`src/rtl/uart_ctrl_pkg.sv`:
```
// Shared types for the UART control blocks.
//   arb_state_t : transmit arbiter states
//   BYTE_W      : width of one UART byte lane
package uart_ctrl_pkg;

  localparam int BYTE_W = 8;

  typedef enum logic [1:0] {
    IDLE  = 2'd0,
    XFER  = 2'd1,
    DRAIN = 2'd2
  } arb_state_t;

endpackage

```
`src/rtl/rr_arbiter.sv`:
```
// Combinational round-robin picker. Returns the first set bit of cand at or
// after ptr, searching upward with wrap.
// Ports:
//   cand   in  N   candidate requests
//   ptr    in  IW  highest-priority index this round
//   winner out N   one-hot winner, zero when cand is zero
//   idx    out IW  index of winner (0 when none)
//   any    out 1   cand is non-zero
module rr_arbiter #(
  parameter int N  = 4,
  parameter int IW = 2
) (
  input  logic [N-1:0]  cand,
  input  logic [IW-1:0] ptr,
  output logic [N-1:0]  winner,
  output logic [IW-1:0] idx,
  output logic          any
);

  logic [IW-1:0] pos;

  // Walk offsets from farthest to nearest so the nearest hit is kept last.
  always_comb begin
    pos = '0;
    idx = '0;
    any = |cand;
    for (int i = N - 1; i >= 0; i--) begin
      pos = IW'((int'(ptr) + i) % N);
      if (cand[pos]) idx = pos;
    end
    winner = any ? (N'(1) << idx) : '0;
  end

endmodule

```
`src/rtl/uart_tx_arbiter.sv`:
```
// Packet-level round-robin arbiter sharing one UART TX FIFO between NUM_REQ
// byte streams, with optional drain/guard turnaround and a stall watchdog.
// Ports:
//   clk_i        in   system clock
//   rst_ni       in   synchronous active-low reset
//   en_mask_i    in   per-requester arbitration enable (sampled in IDLE only)
//   req_valid_i  in   requester byte valid
//   req_data_i   in   requester bytes, requester k on [8k+7:8k]
//   req_last_i   in   final byte of packet
//   req_ready_o  out  byte accepted when valid & ready
//   grant_o      out  one-hot current owner, zero when none
//   tx_we_o      out  UART FIFO write strobe
//   tx_data_o    out  UART FIFO write data
//   tx_full_i    in   UART FIFO full
//   tx_empty_i   in   UART FIFO empty
//   busy_o       out  arbiter not idle
//   stall_err_o  out  one-cycle pulse on watchdog abort
//
// state | meaning
// IDLE  | no owner; pick winner among enabled valid requesters
// XFER  | owner streams bytes into FIFO until last byte or watchdog abort
// DRAIN | wait for FIFO empty, then GUARD_CYCLES more empty cycles
module uart_tx_arbiter
  import uart_ctrl_pkg::*;
#(
  parameter int NUM_REQ         = 4,
  parameter int DRAIN_ON_SWITCH = 1,
  parameter int GUARD_CYCLES    = 16,
  parameter int STALL_TIMEOUT   = 1024
) (
  input  logic                      clk_i,
  input  logic                      rst_ni,
  input  logic [NUM_REQ-1:0]        en_mask_i,
  input  logic [NUM_REQ-1:0]        req_valid_i,
  input  logic [BYTE_W*NUM_REQ-1:0] req_data_i,
  input  logic [NUM_REQ-1:0]        req_last_i,
  output logic [NUM_REQ-1:0]        req_ready_o,
  output logic [NUM_REQ-1:0]        grant_o,
  output logic                      tx_we_o,
  output logic [BYTE_W-1:0]         tx_data_o,
  input  logic                      tx_full_i,
  input  logic                      tx_empty_i,
  output logic                      busy_o,
  output logic                      stall_err_o
);

  localparam int IW = (NUM_REQ > 1) ? $clog2(NUM_REQ) : 1;
  localparam int SW = ($clog2(STALL_TIMEOUT + 1) < 1) ? 1 : $clog2(STALL_TIMEOUT + 1);
  localparam int GW = ($clog2(GUARD_CYCLES + 1) < 1) ? 1 : $clog2(GUARD_CYCLES + 1);
  localparam logic [SW-1:0] STALL_LAST = SW'(STALL_TIMEOUT - 1);
  localparam logic [GW-1:0] GUARD_LOAD = GW'(GUARD_CYCLES);
  localparam logic [IW-1:0] LAST_IDX   = IW'(NUM_REQ - 1);

  arb_state_t    state;
  logic [IW-1:0] gidx;
  logic [IW-1:0] rr_ptr;
  logic [IW-1:0] next_ptr;
  logic [SW-1:0] stall_cnt;
  logic [GW-1:0] guard_cnt;

  logic [NUM_REQ-1:0] arb_winner;
  logic [IW-1:0]      arb_idx;
  logic               arb_any;

  logic in_xfer, g_valid, g_last, accept, stall_hit, pkt_end;

  rr_arbiter #(.N(NUM_REQ), .IW(IW)) u_rr (
    .cand   (req_valid_i & en_mask_i),
    .ptr    (rr_ptr),
    .winner (arb_winner),
    .idx    (arb_idx),
    .any    (arb_any)
  );

  assign in_xfer   = (state == XFER);
  assign g_valid   = |(req_valid_i & grant_o);
  assign g_last    = |(req_last_i & grant_o);
  assign accept    = in_xfer & g_valid & ~tx_full_i;
  // Expiry needs valid low, so a same-cycle accepted last byte always wins.
  assign stall_hit = in_xfer & ~g_valid & (stall_cnt == STALL_LAST);
  assign pkt_end   = (accept & g_last) | stall_hit;
  assign next_ptr  = (gidx == LAST_IDX) ? '0 : gidx + IW'(1);

  assign req_ready_o = (in_xfer && !tx_full_i) ? grant_o : '0;
  assign tx_we_o     = accept;
  assign busy_o      = (state != IDLE);

  // Zero-latency byte path from the owner to the FIFO.
  always_comb begin
    tx_data_o = '0;
    if (in_xfer) begin
      for (int k = 0; k < NUM_REQ; k++) begin
        if (grant_o[k]) tx_data_o = req_data_i[k*BYTE_W +: BYTE_W];
      end
    end
  end

  always_ff @(posedge clk_i) begin
    if (!rst_ni) begin
      state       <= IDLE;
      grant_o     <= '0;
      gidx        <= '0;
      rr_ptr      <= '0;
      stall_cnt   <= '0;
      guard_cnt   <= '0;
      stall_err_o <= 1'b0;
    end else begin
      stall_err_o <= 1'b0;
      unique case (state)
        IDLE: begin
          if (arb_any) begin
            grant_o   <= arb_winner;
            gidx      <= arb_idx;
            stall_cnt <= '0;
            state     <= XFER;
          end
        end
        XFER: begin
          if (pkt_end) begin
            grant_o     <= '0;
            rr_ptr      <= next_ptr;
            stall_cnt   <= '0;
            stall_err_o <= stall_hit;
            guard_cnt   <= GUARD_LOAD;
            state       <= (DRAIN_ON_SWITCH != 0) ? DRAIN : IDLE;
          end else if (accept) begin
            stall_cnt <= '0;
          end else if (!g_valid) begin
            stall_cnt <= stall_cnt + 1'b1;
          end
        end
        DRAIN: begin
          // Any non-empty cycle (including an external writer) restarts the guard.
          if (!tx_empty_i)            guard_cnt <= GUARD_LOAD;
          else if (guard_cnt == '0)   state     <= IDLE;
          else                        guard_cnt <= guard_cnt - 1'b1;
        end
        default: state <= IDLE;
      endcase
    end
  end

endmodule

```
`config.mk`:
```
export PLATFORM = sky130hd
export DESIGN_NAME = uart_tx_arbiter
export DESIGN_NICKNAME = d
export VERILOG_FILES = /design/src/rtl/uart_ctrl_pkg.sv /design/src/rtl/rr_arbiter.sv /design/src/rtl/uart_tx_arbiter.sv
export SDC_FILE = /design/constraint.sdc
export NUM_CORES = 1
export LEC_CHECK = 0
export BUFFER_PORTS_ARGS = -buffer_cell sky130_fd_sc_hd__buf_2
export CORE_MARGIN = 1.5
export CORE_UTILIZATION = 40
export DETAILED_ROUTE_END_ITERATION = 8
export GPL_TIMING_DRIVEN = 0
export PLACE_DENSITY_LB_ADDON = 0.3
export SETUP_SLACK_MARGIN = 0.2
export SLEW_MARGIN = 20
export SYNTH_ARGS = -nofsm -noshare
export SYNTH_HDL_FRONTEND = slang
export SYNTH_SLANG_ARGS = --single-unit
```
`constraint.sdc`:
```
create_clock -name clk_i -period 1.8 [get_ports clk_i]
set_input_delay 0 -clock clk_i [delete_from_list [all_inputs] [get_ports clk_i]]
set_output_delay 0 -clock clk_i [all_outputs]
set_load 0.01 [all_outputs]
```
Word-level counts from Yosys, hierarchy flattened
Index checks and enable logic that the tools add are counted.
{"block": "word_totals", "out_inout_bits": 19, "ff_bits": 27, "input_bits": 48, "wordCells": 92}
{"block": "op_classes", "bitwise_logic": 11, "order_cmp": 4, "reduce_logical": 17, "n_eq_ne": 10, "n_mux": 36, "shift": 1, "n_addsub": 6}
{"cell": "11-bit 2-to-1 mux", "count": 4}
{"cell": "8-bit 2-to-1 mux", "count": 5}
{"cell": "11-bit case mux with 2 select lines", "count": 1}
{"cell": "2-bit 2-to-1 mux", "count": 9}
{"cell": "5-bit 2-to-1 mux", "count": 3}
{"cell": "4-bit AND", "count": 3}
{"cell": "2-bit by 3-bit less-than comparator with 1-bit output, second input constant", "count": 4}
{"cell": "4-bit 2-to-1 mux", "count": 3}
{"cell": "3-bit AND reduction", "count": 4}
{"cell": "4-bit OR reduction", "count": 3}
{"cell": "11-bit by 1-bit adder with 11-bit output, second input constant", "count": 1}
{"cell": "11-bit by 10-bit == test with 1-bit output, second input constant", "count": 1}
{"cell": "5-bit case mux with 2 select lines", "count": 1}
{"cell": "1-bit binary-select mux with 2-bit select", "count": 4}
{"cell": "4-bit case mux with 2 select lines", "count": 1}
{"cell": "2-bit != test, second input constant", "count": 3}
{"cell": "2-bit case mux with 3 select lines", "count": 1}
{"cell": "2-bit nonzero test", "count": 3}
{"cell": "1-bit AND", "count": 5}
{"cell": "5-bit zero test", "count": 1}
{"cell": "5-bit by 1-bit subtractor with 5-bit output, second input constant", "count": 1}
{"cell": "2-bit by 1-bit adder with 2-bit output, second input constant", "count": 2}
{"cell": "2-bit adder, second input constant", "count": 2}
{"cell": "2-bit == test, second input constant", "count": 2}
{"cell": "13 further kinds", "count": 18}

Logic depth before layout (Yosys ltp)
Gate-level depths: netlist of the first run.
{"block": "logic_depth", "word_depth": 10, "depth_mapped": 7}

Modules after synthesis
A second synthesis of the first run with hierarchy kept.
{"block": "hier_totals", "cells_unflattened": 260, "area_unflattened_um2": 2019.4}
{"mod": "uart_tx_arbiter", "cells_each": 227, "instances": 1, "area_each_um2": 1808.0}
{"mod": "rr_arbiter", "cells_each": 33, "instances": 1, "area_each_um2": 211.5}

Worst setup path before layout of the first run
OpenSTA, ideal clock, no wires.
{"block": "synth_timing", "path_type": "reg2reg", "start": "register stall_cnt[0]", "end": "register rr_ptr[0]", "stages_incl_launch_ff": 7, "required_time_ps": 1730, "setup_ps": 70, "t_arrival_ps": 1612, "setup_slack_ps": 118, "path_cell_list": "dfxtp_1 -> ha_1 -> nand3_2 -> nor3_4 -> a22oi_2 -> or4_1 -> a21oi_1"}
{"block": "synth_via", "elab_chain_len": 4}
{"element": "start: declaration", "line": "uart_tx_arbiter.sv:58", "rtl": "logic [SW-1:0] stall_cnt;"}
{"element": "start signal: assignment", "line": "uart_tx_arbiter.sv:129", "rtl": "stall_cnt <= stall_cnt + 1'b1;"}
{"element": "11-bit by 10-bit == test with 1-bit output", "line": "uart_tx_arbiter.sv:80", "rtl": "assign stall_hit = in_xfer & ~g_valid & (stall_cnt == STALL_LAST);"}
{"element": "1-bit AND", "line": "uart_tx_arbiter.sv:80"}
{"element": "1-bit bitwise OR", "line": "uart_tx_arbiter.sv:81", "rtl": "assign pkt_end = (accept & g_last) | stall_hit;"}
{"element": "2-bit AND reduction (no source line)"}
{"element": "end signal: assignment", "line": "uart_tx_arbiter.sv:121", "rtl": "rr_ptr <= next_ptr;"}
{"element": "end: declaration", "line": "uart_tx_arbiter.sv:56", "rtl": "logic [IW-1:0] rr_ptr;"}
No other way between the ends.
A chain may end at the register's enable or synchronous reset.

Worst setup path in the final report of the first run
{"block": "layout_timing", "start": "register stall_cnt[4]", "end": "register rr_ptr[0]"}
Same word-level chain as after synthesis.

==> load_flow_metrics.sql, run 1 <==
INSERT INTO impl_metrics (metric_group, metric, value, unit) VALUES
('synth', 'synthDominantAreaCellType', 'sky130_fd_sc_hd__dfxtp_1', ''),
('timing', 'finalClockSkew', '0.00831', 'ns'),
('clock_tree', 'cts_tree', 'built', ''),
('timing', 'slew_headroom', '0.700', ''),
('power_and_ir_drop', 'p_int', '0.998', 'mW'),
('global_route', 'number_of_antenna_violations_at_the_first_check_in_global_routing', '0', ''),
('timing', 'holdWs', '0.0564', 'ns'),
('floorplanning', 'fp.dieArea', '0.00485', 'mm²'),
('timing', 'setup_viol', '0', ''),
('synth', 'post-synth-top-count-cell', 'sky130_fd_sc_hd__dfxtp_1', ''),
('clock_tree', 'cts-root-to-sink-buffers', '2', ''),
('floorplanning', 'io_pins', '67', ''),
('final_layout', 'area_growth', '47.1', '%'),
('final_layout', 'inserted_diodes', '0', ''),
('drt', 'num_vias', '2069', ''),
('timing', 'clock.fmax', '625', 'MHz'),
('critical_path', 'critPathKind', 'flip-flop to flip-flop', ''),
('synth', 'synth_async_sr_flop_share', '0', ''),
('global_route', 'grt.met1_usage', '0.295', ''),
('power_and_ir_drop', 'switching_share', '0.332', ''),
('global_route', 'pin_count_of_the_biggest_net_entering_global_routing', '17', ''),
('global_route', 'grtUsageMet3', '0.0378', ''),
('place', 'post_place_cell_area', '0.00218', 'mm²'),
('drt', 'drt_first_pass_iters', '4', ''),
('critical_path', 'setup.reg_to_reg.worst_slack', '0.20', 'ns'),
('floorplanning', 'core_area', '0.00432', 'mm²'),
('synth', 'portion_of_the_post_synthesis_area_used_by_sequential_elements', '0.304', ''),
('drt', 'avgViaCountPerCell', '5.65', ''),
('drt', 'antenna_left', '0', ''),
('drt', 'route.detailed.drc', '0', ''),
('final_layout', 'fill_cells', '397', ''),
('drt', 'detail_route.iter0.violations', '134', ''),
('global_route', 'grt_pass1_vias', '1761', ''),
('synth', 'synth_top_flop_cell', 'sky130_fd_sc_hd__dfxtp_1', ''),
('synth', 'post_synth_design_cell_area', '0.00178', 'mm²'),
('clock_tree', 'clock_tree.htree_level_count', '1', ''),
('synth', 'syn-mean-instance-area', '7.72', 'µm²'),
('timing', 'final_max_tran_viols', '0', ''),
('global_route', 'grt.met2_usage', '0.322', ''),
('timing', 'worstMarginPinSlew', '0.450', 'ns'),
('global_route', 'grt_busiest_layer', 'met2', ''),
('power_and_ir_drop', 'static-leakage-power', '1.10', 'nW'),
('synth', 'synth_edf_count', '0', ''),
('synth', 'post-synth-top-area-fraction', '0.304', ''),
('place', 'io_buffers', '65', ''),
('power_and_ir_drop', 'ir_worst_vdd', '439', 'µV'),
('clock_tree', 'cts_hold_buf', '0', ''),
('power_and_ir_drop', 'powerDensity', '572', 'mW/mm²'),
('synth', 'synth_top_cells_by_area', 'sky130_fd_sc_hd__dfxtp_1 30%, sky130_fd_sc_hd__a21oi_1 6.2%, sky130_fd_sc_hd__nand2_1 5.5%', ''),
('worst_hold_path', 'timing.hold.worst.class', 'input port to flip-flop', ''),
('timing', 'post_route_setup_tns', '0', 'ns'),
('clock_tree', 'clock_latency_on_the_worst_skew_pair', '0.28', 'ns'),
('timing', 'timing_hold_violations_final', '0', ''),
('critical_path', 'worstPathArrival', '1.83', 'ns'),
('final_layout', 'nets', '367', ''),
('global_route', 'globalRouteOverflowTotal', '0', ''),
('global_route', 'wire_length_of_the_first_global_routing_pass', '8320', 'µm'),
('critical_path', 'timing.critical_path.to', 'rr_ptr[0]$_SDFFE_PN0P_', ''),
('floorplanning', 'std_cell_rows', '24', ''),
('critical_path', 'end_kind', 'flip-flop', ''),
('synth', 'instance_count_of_the_mapped_netlist', '230', ''),
('outcome', 'status', 'completed', ''),
('drt', 'route.final.wire_length', '5150', 'µm'),
('synth', 'netlist-cell-type-count', '54', ''),
('synth', 'ffs_latches_synth', '27', ''),
('synth', 'synth_warn', '0', ''),
('power_and_ir_drop', 'sequentialPowerShare', '0.431', ''),
('clock_tree', 'cts_buffers', '3', ''),
('critical_path', 'timing.critical_path.from_type', 'flip-flop', ''),
('clock_tree', 'cts.sink_count', '27', ''),
('synth', 'post_synth_most_frequent_cells', '27 x sky130_fd_sc_hd__dfxtp_1, 26 x sky130_fd_sc_hd__nand2_1, 22 x sky130_fd_sc_hd__a21oi_1, 15 x sky130_fd_sc_hd__nor2_1, 12 x sky130_fd_sc_hd__nand3_1', '');
[power by group through the flow]
stage          combinational (mW)  clock [mW]  sequential (mW)
6_report                    0.491       0.360            0.643
2_1_floorplan               0.245           0            0.651
3_3_place_gp                0.384           0            0.653
4_1_cts                     0.433       0.366            0.643
3_5_place_dp                0.386           0            0.654
5_1_grt                     0.540       0.396            0.648
[per-stage QoR]
stage | std cells | power [mW] | util | setup WS [ns]
after floorplan | 230 | 0.896 | - | 0.194
after global placement | 347 | 1.04 | 0.504 | -0.0254
after detailed placement | 347 | 1.04 | 0.504 | -0.0183
after CTS | 361 | 1.44 | 0.560 | 0.165
after global routing | 366 | 1.58 | 0.604 | 0.122
final | 366 | 1.49 | 0.604 | 0.201
[routing by layer]
metal	wire [µm]	vias to the layer above
li1	-	1039
met1	2420	981
met4	25	0
met2	2490	45
met3	219	4
met5	0	-
[cells by family after synthesis]
logic type / share of synthesized area
compound gates: 0.275
fa+ha+maj: 0.0282
buf+inv: 0.0472
flops: 0.304
mux: 0.0169
simple gates: 0.328
[worst max-delay path, stage by stage, from the launching register on]
cell and delay (ns):
sky130_fd_sc_hd__dfxtp_1 0.43, sky130_fd_sc_hd__nand3_1 0.15, sky130_fd_sc_hd__nor3_4 0.24, sky130_fd_sc_hd__a22oi_2 0.16, sky130_fd_sc_hd__or4_1 0.44, sky130_fd_sc_hd__a21oi_2 0.12
[how the worst min path moves through the flow]
stage                              start                   endpoint  cells after the start
final                             rst_ni  stall_cnt[0]$_SDFFE_PN0P_                      3
after global routing              rst_ni    grant_o[0]$_SDFFE_PN0P_                      3
after global placement    req_data_i[27]               tx_data_o[3]                      4
after detailed placement       tx_full_i                    tx_we_o                      3
after floorplan                tx_full_i                    tx_we_o                      1
after CTS                         rst_ni  stall_cnt[0]$_SDFFE_PN0P_                      3
[area by class of cell]
class                   instances  area (µm²)  area share
well taps                      52        65.1      0.0249
multi-input cells             185        1340       0.514
clock buffers                   3        41.3      0.0158
plain buffers                  13         124      0.0474
repair buffers                 80         447       0.171
flip-flops and latches         27         568       0.217
inverters                       5        18.8     0.00718
clock inverters                 1        7.51     0.00287
[timing repair]
action | in CTS | in global routing
cloned | 1 | 0
endpoints found under the setup margin | 34 | 33
pin swaps | 8 | 19
gates resized for setup | 38 | 44
buffers inserted | 9 | 5
[placed cells by master, fill, tap and decap left out, types with 4 or more instances in the layout]
cell type,n
sky130_fd_sc_hd__nand3_1,11
sky130_fd_sc_hd__nand2b_1,4
sky130_fd_sc_hd__a221oi_2,8
sky130_fd_sc_hd__nand2_1,25
sky130_fd_sc_hd__and2_1,6
sky130_fd_sc_hd__nor2_1,14
sky130_fd_sc_hd__a31oi_1,7
sky130_fd_sc_hd__nor3_1,11
sky130_fd_sc_hd__buf_6,8
sky130_fd_sc_hd__clkbuf_8,6
sky130_fd_sc_hd__dfxtp_1,13
sky130_fd_sc_hd__buf_2,67
sky130_fd_sc_hd__o21ai_0,5
sky130_fd_sc_hd__o22ai_1,4
sky130_fd_sc_hd__dfxtp_4,4
sky130_fd_sc_hd__a22oi_2,5
sky130_fd_sc_hd__buf_4,12
sky130_fd_sc_hd__a21oi_1,19
sky130_fd_sc_hd__nor2b_1,10
sky130_fd_sc_hd__dfxtp_2,10
[flip-flops by register name, summed over array words and instances (netlist names)]
signal,count
stall_cnt,11
guard_cnt,5
grant_o,4
gidx,2
rr_ptr,2
state,2
stall_err_o,1
Power figures use the tool's default switching activity.
==> inputs of run 2 (changes only) <==
- RECOVER_POWER: not set -> 100
==> run 2 against run 1 <==
  * Sequential cell count did not move
  * Non-clock buffer count did not move
  * Highest routed layer unchanged
  * Critical path depth rose by 1
  * Power fell by 2.1%
  * Clock power barely moved
  * Fmax fell by 1.6%
  * Die area did not move
  * Clock-buffer cell count did not move
==> load_flow_metrics.sql, run 2 (synthesized netlist as in run 1, its figures left out) <==
INSERT INTO impl_metrics (metric_group, metric, value, unit) VALUES
('outcome', 'status', 'completed', ''),
('critical_path', 'reg2reg_from', 'stall_cnt[5]$_SDFFE_PN0P_', ''),
('final_layout', 'final_cell_mix', '63 x sky130_fd_sc_hd__buf_2, 25 x sky130_fd_sc_hd__nand2_1, 19 x sky130_fd_sc_hd__a21oi_1', ''),
('floorplanning', 'chipHeight', '69.6', 'µm'),
('timing', 'final.period_utilization', '0.902', ''),
('timing', 'timing_hold_violations_final', '0', ''),
('power_and_ir_drop', 'post_layout_total_power', '1.46', 'mW'),
('floorplanning', 'std_cell_rows', '24', ''),
('timing', 'post_route_setup_tns', '0', 'ns'),
('final_layout', 'area_growth', '43.1', '%'),
('critical_path', 'critPathKind', 'flip-flop to flip-flop', ''),
('final_layout', 'fill_cells', '413', ''),
('drt', 'num_vias', '2084', ''),
('worst_hold_path', 'min-delay-start', 'rst_ni', ''),
('timing', 'setup_viol', '0', ''),
('clock_tree', 'clock_tree.htree_level_count', '1', ''),
('place', 'io_buffers', '65', ''),
('critical_path', 'required', '1.96', 'ns'),
('final_layout', 'most_common_cell_after_layout_fill_and_taps_aside', 'sky130_fd_sc_hd__buf_2', ''),
('global_route', 'pin_count_of_the_biggest_net_entering_global_routing', '17', ''),
('clock_tree', 'cts-root-buf', 'sky130_fd_sc_hd__clkbuf_8', ''),
('worst_hold_path', 'timing.hold.worst.class', 'input port to flip-flop', ''),
('timing', 'holdWs', '0.0557', 'ns'),
('drt', 'detail_route.iter0.violations', '129', ''),
('place', 'gp_congestion', '0.816', ''),
('timing', 'finalClockSkew', '0.00783', 'ns'),
('floorplanning', 'chipWidth', '69.6', 'µm'),
('final_layout', 'largest-register', 'stall_cnt', ''),
('critical_path', 'end_kind', 'flip-flop', ''),
('critical_path', 'timing.critical_path.from_type', 'flip-flop', ''),
('final_layout', 'largest_register_ffs', '11', ''),
('clock_tree', 'clock_latency_on_the_worst_skew_pair', '0.28', 'ns'),
('final_layout', 'nets', '367', ''),
('clock_tree', 'cts_buffers', '3', ''),
('critical_path', 'critPathLaunch', 'stall_cnt[5]$_SDFFE_PN0P_', ''),
('power_and_ir_drop', 'static-leakage-power', '1.07', 'nW'),
('clock_tree', 'cts-root-to-sink-buffers', '2', ''),
('floorplanning', 'fp.dieArea', '0.00485', 'mm²'),
('drt', 'avgViaCountPerCell', '5.69', ''),
('place', 'detailedPlacementHpwl', '3570', 'µm'),
('final_layout', 'drive_above_1_share', '0.424', ''),
('flow_run', 'timing.max_cap.violations', '0', ''),
('clock_tree', 'cts_hold_buf', '0', ''),
('floorplanning', 'core_area', '0.00432', 'mm²'),
('timing', 'rsz_0062_raised_after_global_routing', 'yes', ''),
('global_route', 'grt_pass1_vias', '1761', ''),
('critical_path', 'worstPathArrival', '1.78', 'ns'),
('timing', 'clock.fmax', '616', 'MHz'),
('timing', 'worstMarginPinSlew', '0.441', 'ns'),
('timing', 'slew_headroom', '0.704', ''),
('place', 'post_place_cell_area', '0.00218', 'mm²'),
('clock_tree', 'clock_pin_transition_on_the_worst_setup_and_hold_timing_paths', '0.10', 'ns'),
('power_and_ir_drop', 'ir_worst_vdd', '438', 'µV'),
('final_layout', 'final_area', '0.00254', 'mm²'),
('clock_tree', 'cts_tree', 'built', ''),
('power_and_ir_drop', 'powerDensity', '576', 'mW/mm²'),
('drt', 'wl_per_cell', '14.1', 'µm'),
('timing', 'timing.final.crit_period', '1.62', 'ns'),
('global_route', 'globalRouteOverflowTotal', '0', ''),
('timing', 'final_max_tran_viols', '0', ''),
('clock_tree', 'cts.sink_count', '27', ''),
('floorplanning', 'initial_core_util', '0.411', ''),
('drt', 'route.final.wire_length', '5140', 'µm'),
('drt', 'antenna_left', '0', ''),
('floorplanning', 'io_pins', '67', ''),
('critical_path', 'timing.critical_path.fanout_max', '5', ''),
('global_route', 'groute.usage.overall', '0.205', ''),
('global_route', 'number_of_antenna_violations_at_the_first_check_in_global_routing', '0', ''),
('final_layout', 'layout_top_registers', 'stall_cnt (11), guard_cnt (5), grant_o (4)', ''),
('global_route', 'wire_length_of_the_first_global_routing_pass', '8320', 'µm'),
('final_layout', 'inserted_diodes', '0', ''),
('drt', 'drt_first_pass_iters', '4', ''),
('drt', 'route.detailed.drc', '0', '');
[run 2: cell count changes in the layout (fill, tap and decap cells not counted), moves of 2 or more]
cell / change
sky130_fd_sc_hd__dfxtp_2: -4
sky130_fd_sc_hd__and2_0: +2
sky130_fd_sc_hd__dfxtp_1: +4
sky130_fd_sc_hd__buf_2: -4
sky130_fd_sc_hd__clkbuf_2: +2
sky130_fd_sc_hd__a221oi_1: +6
sky130_fd_sc_hd__and2_1: -2
sky130_fd_sc_hd__a221oi_2: -6
sky130_fd_sc_hd__clkbuf_1: +3
[run 2: metrics by stage]
step | worst slack [ns] | std cells | util
3_3_place_gp | -0.0254 | 347 | 0.504
3_5_place_dp | -0.0183 | 347 | 0.504
4_1_cts | 0.165 | 361 | 0.560
2_1_floorplan | 0.194 | 230 | -
6_report | 0.176 | 366 | 0.588
5_1_grt | 0.0653 | 366 | 0.588
[run 2: worst paths after layout]
kind	endpoint	slack, ns	cells past startpoint
max	grant_o[2]$_SDFFE_PN0P_	0.18	6
min	stall_cnt[0]$_SDFFE_PN0P_	0.06	3
max reg2reg	grant_o[2]$_SDFFE_PN0P_	0.18	6
min reg2reg	stall_cnt[10]$_SDFFE_PN0P_	0.44	2
[run 2: layer usage]
metal	up-vias	wire length (µm)	GRT usage
li1	1037	-	-
met1	985	2370	0.295
met2	58	2480	0.322
met3	4	256	0.0378
met4	0	32	0.0406
met5	-	0	0
[run 2: critical path, cell delays in order (launching register included)]
cell and delay, ns:
sky130_fd_sc_hd__dfxtp_1 0.42, sky130_fd_sc_hd__nand3_1 0.15, sky130_fd_sc_hd__nor3_4 0.24, sky130_fd_sc_hd__a22oi_2 0.15, sky130_fd_sc_hd__nor2_1 0.23, sky130_fd_sc_hd__buf_2 0.21, sky130_fd_sc_hd__o32ai_1 0.09
[run 2: repair_timing]
action                     4_1_cts  5_1_grt
setup endpoints to repair       34       33
gates cloned                     1        0
pin swaps                        8       19
hold endpoints to repair         0        0
setup buffers                    9        5
gates resized for setup         38       44
[run 2: layout make-up]
type                    count  area [µm²]  area share
plain buffers              13         124      0.0487
multi-input cells         185        1290       0.506
well taps                  52        65.1      0.0256
inverters                   5        18.8     0.00738
flip-flops and latches     27         563       0.221
clock buffers               3        41.3      0.0162
repair buffers             80         437       0.172
clock inverters             1        7.51     0.00295
[run 2: where the power goes]
part | internal (mW) | total (mW) | switching (mW)
clock | 0.158 | 0.358 | 0.201
sequential | 0.615 | 0.641 | 0.0254
combinational | 0.209 | 0.465 | 0.255
total | 0.982 | 1.46 | 0.481
